===== config.mk =====
export PLATFORM = sky130hd
export DESIGN_NAME = mux_select_sequencer
export DESIGN_NICKNAME = d
export VERILOG_FILES = /design/src/rtl/mux_select_sequencer.sv
export SDC_FILE = /design/constraint.sdc
export NUM_CORES = 1
export LEC_CHECK = 0
export ABC_CLOCK_PERIOD_IN_PS = 1390
export CAP_MARGIN = 20
export CORE_MARGIN = 2
export CORE_UTILIZATION = 43
export DETAILED_ROUTE_END_ITERATION = 10
export HOLD_SLACK_MARGIN = 0.08
export PLACE_DENSITY = 0.84
export SLEW_MARGIN = 10
export SYNTH_ARGS = -nofsm -noshare
export SYNTH_HDL_FRONTEND = slang
export SYNTH_SLANG_ARGS = --single-unit

===== constraint.sdc =====
create_clock -name clk -period 1.39 [get_ports clk]
set_input_delay 0.2085 -clock clk [delete_from_list [all_inputs] [get_ports clk]]
set_output_delay 0.2085 -clock clk [all_outputs]
set_load 0.05 [all_outputs]

===== src/rtl/mux_select_sequencer.sv =====
// Parallel-to-serial front end for variable_mux: holds an M-bit word on mux_data
// and walks mux_sel across every index, one accepted bit per step.
module mux_select_sequencer #(
  parameter int N         = 3,
  parameter int M         = 8,
  parameter bit MSB_FIRST = 1'b0
) (
  input  logic         clk,
  input  logic         rst,
  input  logic         load_valid,
  output logic         load_ready,
  input  logic [M-1:0] load_data,
  input  logic         out_ready,
  output logic [M-1:0] mux_data,
  output logic [N-1:0] mux_sel,
  output logic         bit_valid,
  output logic         bit_last,
  output logic         busy
);

  localparam logic [0:0] IDLE  = 1'b0;
  localparam logic [0:0] SHIFT = 1'b1;

  localparam logic [N-1:0] FIRST = MSB_FIRST ? N'(M-1) : '0;
  localparam logic [N-1:0] LAST  = MSB_FIRST ? '0 : N'(M-1);

  logic [0:0]   state;
  logic [M-1:0] pend_data;
  logic         pend_full;

  logic load_fire, acc, at_last, wrap;

  assign load_ready = !pend_full;
  assign load_fire  = load_valid && load_ready;
  assign bit_valid  = (state == SHIFT);
  assign acc        = bit_valid && out_ready;
  assign at_last    = (mux_sel == LAST);
  assign wrap       = acc && at_last;
  assign bit_last   = bit_valid && at_last;
  assign busy       = (state == SHIFT) || pend_full;

  always_ff @(posedge clk) begin
    if (rst) begin
      state     <= IDLE;
      mux_data  <= '0;
      mux_sel   <= FIRST;
      pend_data <= '0;
      pend_full <= 1'b0;
    end else begin
      case (state)
        IDLE: begin
          if (load_fire) begin
            mux_data <= load_data;
            mux_sel  <= FIRST;
            state    <= SHIFT;
          end
        end
        SHIFT: begin
          if (acc && !at_last) begin
            mux_sel <= MSB_FIRST ? mux_sel - N'(1) : mux_sel + N'(1);
          end else if (wrap) begin
            mux_sel <= FIRST;
            // Pending word outranks a same-cycle load; load_ready is low then anyway.
            if (pend_full) begin
              mux_data  <= pend_data;
              pend_full <= 1'b0;
            end else if (load_fire) begin
              mux_data <= load_data;
            end else begin
              state <= IDLE;
            end
          end
          // A load that was not taken straight into the active word waits here.
          if (load_fire && !(wrap && !pend_full)) begin
            pend_data <= load_data;
            pend_full <= 1'b1;
          end
        end
        default: state <= IDLE;
      endcase
    end
  end

endmodule

After elaboration in Yosys (flattened, before gate mapping)
Index checks and enable logic that the tools add are counted.
- register bits: 21
- bits of input ports: 12
- output and inout bits: 15
- word-level logic and storage cells: 46
- add/subtract/negate cells: 1
- eq/ne operators: 6
- mux-type cells: 17
- bitwise gates (word level): 1
- reduce and logical (&&, ||, !) cells: 16
- operators by type and width (kind ; number):
    2-to-1 mux 8 bit ; 4
    case mux 8 bit (2 select lines) ; 1
    2-to-1 mux 3 bit ; 3
    logical AND 1 bit ; 7
    2-to-1 mux 1 bit ; 7
    case mux 3 bit (2 select lines) ; 1
    AND reduction 2 bit ; 3
    inequality test 2 x 1 -> 1 bit (second input constant) ; 2
    inequality test 2 bit (second input constant) ; 2
    adder 3 x 1 -> 3 bit (second input constant) ; 1
    == test 3 bit (second input constant) ; 1
    logical NOT 1 bit ; 3
    inequality test 3 x 1 -> 1 bit (second input constant) ; 1
    AND reduction 3 bit ; 1
    case mux 1 bit (2 select lines) ; 1
    nonzero test 2 bit ; 1
    logical OR 1 bit ; 1
    NOT 1 bit ; 1

Logic depth before layout (Yosys ltp)
Gate-level depths: netlist of run 1.
- depth in word-level cells: 7
- depth in mapped cells: 7
- mapped depth without buffers: 5

Worst setup path after synthesis of run 1
OpenSTA, ideal clock, no wires.
- path kind: reg2reg
- start: register mux_sel[0]
- end: register mux_data[0]
- library setup time: 0.080 ns
- data arrival time: 1.716 ns
- data required time: 1.310 ns
- setup slack: -0.407 ns
- stages on the path, launching flop included: 8
- cell sequence: dfxtp_1 > ha_1 > ha_1 > a21bo_1 > buf_4 > buf_6 > a21oi_2 > a211oi_2
- longest elaborated chain between the ends: 5
- elaborated cells on any way between the ends: 7
- those cells by class: 3 x eq/ne; 4 x reduce/logical
- RTL lines (element ; RTL line ; source):
    start, declared ; 15 ; output logic [N-1:0] mux_sel,
    start signal, assigned ; 60 ; mux_sel <= MSB_FIRST ? mux_sel - N'(1) : mux_sel + N'(1);
    == test 3 bit * ; 37 ; assign at_last = (mux_sel == LAST);
    logical NOT 1 bit ; 59 ; if (acc && !at_last) begin
    logical AND 1 bit ; 59 ;
    inequality test 2 bit (no line) ; - ;
    AND reduction 2 bit (no line) * ; - ;
    end signal, assigned ; 53 ; mux_data <= load_data;
    end signal, assigned ; 65 ; mux_data <= pend_data;
    end signal, assigned ; 68 ; mux_data <= load_data;
    end, declared ; 14 ; output logic [M-1:0] mux_data,
Mark *: on every way between the ends. The rest lies on a longest branch, timed or not.
A chain may end at the register's enable or synchronous reset.

Worst setup path after layout of run 1
- start: register mux_sel[1]
- end: output bit_last
- longest elaborated chain between the ends: 2
- RTL lines (element ; RTL line ; source):
    == test 3 bit ; 37 ;
    logical AND 1 bit ; 39 ; assign bit_last = bit_valid && at_last;
    end, declared ; 17 ; output logic bit_last,
Every way passes these cells.

==> results of run 1 <==
==> state kept, by name, summed over array words and instances (netlist names) <==
register and cells:
pend_data 8, bit_valid 1, mux_sel 3, pend_full 1, mux_data 8
==> cell type report <==
| cell class | instances | area share |
|---|---|---|
| tap | 30 | 0.0220 |
| multi-input combinational | 80 | 0.387 |
| sequential | 21 | 0.256 |
| inverter | 9 | 0.0198 |
| timing repair buffer | 39 | 0.299 |
| clock buffer | 3 | 0.0132 |
| clock inverter | 1 | 0.00294 |
==> path summary, 6_finish.rpt <==
kind	end	slack, ns	startpoint
min	pend_data[1]$_SDFFE_PP0P_	0.49	load_data[1]
max reg2reg	mux_data[0]$_SDFFE_PP0P_	0.01	mux_sel[1]$_SDFFE_PP0P_
max	bit_last	-0.10	mux_sel[1]$_SDFFE_PP0P_
min reg2reg	pend_data[0]$_SDFFE_PP0P_	0.49	pend_data[0]$_SDFFE_PP0P_
==> cell usage after synthesis (all sizes together), types with 2 or more instances <==
master | instances | area share
dfxtp | 21 | 0.39
a21oi | 18 | 0.086
nor2 | 11 | 0.038
buf | 10 | 0.067
a211oi | 9 | 0.099
inv | 9 | 0.031
a32o | 8 | 0.074
nand3 | 8 | 0.037
o21ai | 8 | 0.037
a32oi | 2 | 0.016
and2 | 2 | 0.012
and3b | 2 | 0.016
ha | 2 | 0.023
nand2 | 2 | 0.0069
==> logic make-up after synthesis <==
kind of cell | count (synthesis)
buffers and inverters | 20
flip-flops | 21
adder cells (fa/ha/maj) | 2
AO/OA/AOI/OAI | 47
multiplexers | 2
AND/OR/NAND/NOR | 29
==> routing by layer <==
metal	up-vias	global-route usage	wire length, µm
met2	34	0.323	1260
met4	0	0.0625	23
met3	4	0.0464	173
met1	472	0.277	1150
met5	-	0	0
li1	503	-	-
==> stage by stage <==
stage | std cells | util | setup slack, ns | total power, mW
2_1_floorplan | 121 | - | -0.0924 | 0.995
3_3_place_gp | 172 | 0.633 | -0.0864 | 1.20
3_5_place_dp | 172 | 0.633 | -0.112 | 1.21
4_1_cts | 181 | 0.665 | -0.101 | 1.51
5_1_grt | 183 | 0.701 | -0.138 | 1.63
6_report | 183 | 0.701 | -0.103 | 1.56
==> power breakdown <==
part | total [mW] | switching [mW] | internal (mW)
Clock | 0.293 | 0.186 | 0.107
Sequential | 0.690 | 0.0500 | 0.640
Combinational | 0.574 | 0.293 | 0.280
Total | 1.56 | 0.529 | 1.03
==> worst register-to-register path, cell delays in order, from the launching register on <==
cell	delay [ns]
sky130_fd_sc_hd__dfxtp_4	0.37
sky130_fd_sc_hd__ha_4	0.16
sky130_fd_sc_hd__ha_4	0.17
sky130_fd_sc_hd__a21bo_1	0.20
sky130_fd_sc_hd__buf_12	0.17
sky130_fd_sc_hd__a21oi_2	0.15
sky130_fd_sc_hd__a211oi_2	0.06
==> timing repair <==
item                                    CTS  global route
resized for setup                        13            16
endpoints found under the setup margin   10            19
buffers inserted                          5             2
gates cloned                              0             0
pin swaps                                 1             2
==> impl_metrics.ini, run 1 <==
[layout]
final_cell_mix = sky130_fd_sc_hd__dfxtp_1, sky130_fd_sc_hd__buf_12, sky130_fd_sc_hd__nor2_1, sky130_fd_sc_hd__clkdlybuf4s50_1, sky130_fd_sc_hd__buf_4
mostFrequentLayoutCell = sky130_fd_sc_hd__dfxtp_1
post-route-cell-area_um2 = 1700
sequential_cell_area_um2 = 437
areaGrowthSynthToFinish_pct = 56.9
antenna-diode-count = 0
drive_above_1_share = 0.399
final_net_count = 168
area_used_by_multi_input_combinational_logic_um2 = 659
final.fill_count = 181

[clocking]
clock_pin_slew_on_the_worst_setup_and_hold_paths_ns = 0.12
clockBufferDepth = 2
cts-buffers-inserted = 3
clk_root_buffer_cell = sky130_fd_sc_hd__clkbuf_4
cts_max_level = 1
tritoncts_num_sinks = 21
clk-insertion-delay-late_ns = 0.30
tritoncts = done
cts.hold.buffers_added = 0

[worst_setup_path]
timing.critical_path.from_type = flip-flop
worst_ep_required_time_ns = 1.18
critPathArrivalTime_ns = 1.28
cp_num_cells = 4
worst_path_cell_trace = ha_4 > ha_4 > and2_4 > buf_12
worst_path_most_repeated_cell = sky130_fd_sc_hd__ha_4
cpPeakStageDelay_ns = 0.37
crit_buf_inv = 1
crit_path_end_kind = output port
worstRegToRegCells = 6
critical_path_peak_fanout = 5
critical_path.slowest_cell = sky130_fd_sc_hd__dfxtp_4
worst_path_dominant_cell_family = flip-flops
timing_worst_setup_path_type = flip-flop to output port

[global_routing]
grt_usage = 0.205
grt_first_pass_wirelength_mm = 4.42
grt_overflow = 0
number_of_global_route_vias_before_repair = 1009
largest_net_degree_at_the_start_of_global_routing = 22
antenna_found_initial = 0

[run_status]
outcome = finished, violations left
violated_checks = setup timing

[place]
detailed_place_hpwl_mm = 1.74
port-buffer-count = 26
gp_congestion = 0.770
dpl_cell_area_um2 = 1540

[floorplan]
core.rowCount = 18
die_area_um2 = 2940
die-width_um = 54.3
start_util = 0.447
die_h_um = 54.3
boundaryPins = 27
core_area_um2 = 2430

[pwr]
power.static_leakage_nw = 0.613
p_per_area_nw_per_um2 = 913
ir_worst_vdd_mv = 0.760

[synthesis]
dominant_combinational_cell_family_by_area_after_synthesis = compound AO/OA/AOI/OAI gates
post_synth_mux_area_share = 0.0196
synth_seq_cells = 21
post_synth_fa_ha_maj_area_fraction = 0.0230
yosys.area_share.simple = 0.142
synth_compound_area_frac = 0.327
synthesis.area_um2 = 1090
ys_types = 28
ys_seq_area_frac = 0.387
synth_edf_count = 0
synth-xor-area-share = 0
ys_warn_count = 0
ys.flop_type = sky130_fd_sc_hd__dfxtp_1
share_of_flip_flops_with_an_asynchronous_set_or_reset_after_synthesis = 0
synthesized_instance_count = 121
postSynthNetCount = 135
syn_avg_cell_area_um2 = 8.98

[timing]
whs_ns = 0.486
max_freq_mhz = 670
slew-limit-headroom = 0.734
fin_worst_skew_ns = 0.00242
setup_viol = 1
setup-tns-final_ns = -0.103
fin_crit_sh = 1.07
grt_setup_unrepaired = true
final_period_minus_worst_setup_slack_ns = 1.49
timing_max_transition_violations_final = 0
timing.final.ws_setup_ns = -0.103
final-hold-violation-count = 0
worst_slew_pin_slew_ns = 0.399

[routing]
detail_route.wirelength_mm = 2.60
num_vias = 1013
route.detailed.vias_per_inst = 5.54
firstDrtPassIters = 4
drt_first_iter_violations = 33
ant_nets_after_route = 0
drc_errors = 0
wl_per_cell_um = 14.2

[hold_path]
hp-class = primary input to flip-flop
hold_path_depth = 3

[run]
maxCapViolCount = 0
Note: power is estimated with default switching activity, not from simulation.
==> run 2: changes to the inputs <==
--- a/config.mk
+++ b/config.mk
@@ -12,6 +12,7 @@
 export DETAILED_ROUTE_END_ITERATION = 10
 export HOLD_SLACK_MARGIN = 0.08
 export PLACE_DENSITY = 0.84
+export SKIP_LAST_GASP = 1
 export SLEW_MARGIN = 10
 export SYNTH_ARGS = -nofsm -noshare
 export SYNTH_HDL_FRONTEND = slang
==> run 2 against run 1 <==
The run still ends with setup timing left. Critical endpoint unchanged. Via count rose by 2.5%. Worst hold slack lost 0.014 ns. Critical path type unchanged. Flip-flop and latch count stayed put. Cell area rose by 0.22%. Sequential share of layout area is 0.056 points lower. Die area stayed put. Cell count is the same. Largest cell class unchanged. Setup slack about the same. Critical path depth unchanged. Fmax hardly changed. Sequential power is essentially flat. Routed wire length grew 0.69%.
==> impl_metrics.ini, run 2 (synthesis results as in run 1) <==
[pwr]
power_frac_seq = 0.441
p_per_area_nw_per_um2 = 917
power.combinational.fraction = 0.367
ir_worst_vdd_mv = 0.774
swShare = 0.343
clock_power_share = 0.192
design_power_total_mw = 1.57
netSwitchingPower_mw = 0.538
power.static_leakage_nw = 0.613
internal_power_mw = 1.03

[layout]
final_cell_mix = sky130_fd_sc_hd__dfxtp_1, sky130_fd_sc_hd__buf_12, sky130_fd_sc_hd__nor2_1, sky130_fd_sc_hd__clkdlybuf4s50_1, sky130_fd_sc_hd__buf_4
mostFrequentLayoutCell = sky130_fd_sc_hd__dfxtp_1
top_regs = mux_data x8, pend_data x8, mux_sel x3
drive_above_1_share = 0.405
antenna-diode-count = 0
areaGrowthSynthToFinish_pct = 57.3
final_net_count = 168

[clocking]
cts-buffers-inserted = 3
clock_pin_slew_on_the_worst_setup_and_hold_paths_ns = 0.13
tritoncts_num_sinks = 21
cts_max_level = 1
tritoncts = done
clockBufferDepth = 2
clk_root_buffer_cell = sky130_fd_sc_hd__clkbuf_4
clk-insertion-delay-late_ns = 0.31

[routing]
wl_per_cell_um = 14.3
drt_first_iter_violations = 31
drc_errors = 0
num_vias = 1038
route.detailed.vias_per_inst = 5.67
firstDrtPassIters = 4
detail_route.wirelength_mm = 2.62
ant_nets_after_route = 0

[global_routing]
use_met1 = 0.274
globalRoute.busiestLayer = met2
grt_first_pass_wirelength_mm = 4.40
grt_overflow = 0
antenna_found_initial = 0
met2_usage = 0.323
number_of_global_route_vias_before_repair = 1006
largest_net_degree_at_the_start_of_global_routing = 22
grt_usage = 0.203
grt_met3_usage = 0.0464

[timing]
final-hold-violation-count = 0
setup_viol = 1
worst_slew_pin_slew_ns = 0.398
fin_worst_skew_ns = 0.0112
final_period_minus_worst_setup_slack_ns = 1.49
timing_max_transition_violations_final = 0
fin_crit_sh = 1.07
max_freq_mhz = 670
grt_setup_unrepaired = true
slew-limit-headroom = 0.735
setup-tns-final_ns = -0.103
timing.final.ws_setup_ns = -0.103

[worst_setup_path]
worst_path_dominant_cell_family = flip-flops
timing_worst_setup_path_type = flip-flop to output port
crit_buf_inv = 1
rr_startpoint = mux_sel[0]$_SDFFE_PP0P_
cpPeakStageDelay_ns = 0.37
crit_path_end_kind = output port
worst_ep_required_time_ns = 1.18
timing.critical_path.from_type = flip-flop
critical_path_peak_fanout = 5
critPathArrivalTime_ns = 1.28
critical_path.slowest_cell = sky130_fd_sc_hd__dfxtp_4
worst_path_most_repeated_cell = sky130_fd_sc_hd__ha_4
crit_path_start = mux_sel[0]$_SDFFE_PP0P_
worst_path_cell_trace = ha_4 > ha_4 > and2_4 > buf_12

[floorplan]
boundaryPins = 27
core.rowCount = 18
die_h_um = 54.3
core_area_um2 = 2430
die-width_um = 54.3
start_util = 0.447
die_area_um2 = 2940

[place]
gp_congestion = 0.770
port-buffer-count = 26
detailed_place_hpwl_mm = 1.74

[hold_path]
hp-class = primary input to flip-flop
min-delay-start = load_data[1]

[run_status]
violated_checks = setup timing
outcome = finished, violations left

[run]
maxCapViolCount = 0
==> run 2: changes by cell type in the layout (fill, tap and decap cells not counted) <==
cell | previous run | this run
sky130_fd_sc_hd__o21ai_2 | 0 | 1
sky130_fd_sc_hd__o21ai_1 | 8 | 7
==> run 2: layout make-up <==
type | count | area, µm²
fill | 178 | 724
multi-input combinational | 80 | 663
timing repair buffer | 39 | 509
sequential | 21 | 437
tap | 30 | 37.5
inverter | 9 | 33.8
clock buffer | 3 | 22.5
clock inverter | 1 | 5.00
==> run 2: worst paths after layout <==
path,to,slack [ns],cells past startpoint
setup / recovery,bit_last,-0.10,4
hold / removal,pend_data[1]$_SDFFE_PP0P_,0.47,3
setup reg to reg,mux_data[0]$_SDFFE_PP0P_,0.02,6
hold reg to reg,pend_data[2]$_SDFFE_PP0P_,0.49,2
==> run 2: through the flow <==
step            util  setup slack (ns)  instance area, µm²  std cells  hold slack [ns]
3_5_place_dp   0.633            -0.112                1540        172            0.467
6_report       0.702            -0.103                1710        183            0.472
5_1_grt        0.702            -0.133                1710        183            0.481
3_3_place_gp   0.633           -0.0864                1540        172            0.460
2_1_floorplan      -           -0.0924                1130        121            0.273
4_1_cts        0.664            -0.120                1620        181            0.481
==> run 2: what timing repair did <==
action                     CTS  global route
hold buffers                 0             0
resized for setup            5            25
setup buffers                5             2
setup endpoints to repair   10            20
pin swaps                    0             2
==> run 2: layer usage <==
layer	share of wire	wire length, µm
met1	0.43	1120
met2	0.49	1280
met3	0.078	204
met4	0.0080	21
met5	0	0
==> run 2: worst register-to-register path, cell delays in order, from the launching register on <==
cell and delay [ns]:
sky130_fd_sc_hd__dfxtp_4 0.37, sky130_fd_sc_hd__ha_4 0.16, sky130_fd_sc_hd__ha_4 0.17, sky130_fd_sc_hd__a21bo_1 0.20, sky130_fd_sc_hd__buf_12 0.17, sky130_fd_sc_hd__a21oi_2 0.15, sky130_fd_sc_hd__a211oi_2 0.06
==> run 2: power groups by stage <==
stage	clock, mW	combinational [mW]	sequential [mW]
final	0.301	0.575	0.691
after global routing	0.319	0.611	0.697
after CTS	0.299	0.529	0.682
after detailed placement	0	0.502	0.706
after global placement	0	0.491	0.705
after floorplan	0	0.219	0.776
==> run 3: changes to the inputs <==
--- a/config.mk
+++ b/config.mk
@@ -6,7 +6,6 @@
 export NUM_CORES = 1
 export LEC_CHECK = 0
 export ABC_CLOCK_PERIOD_IN_PS = 1390
-export CAP_MARGIN = 20
 export CORE_MARGIN = 2
 export CORE_UTILIZATION = 43
 export DETAILED_ROUTE_END_ITERATION = 10
==> results of run 3 <==
No change in the layout: final DEF, timing and power equal those of run 2.
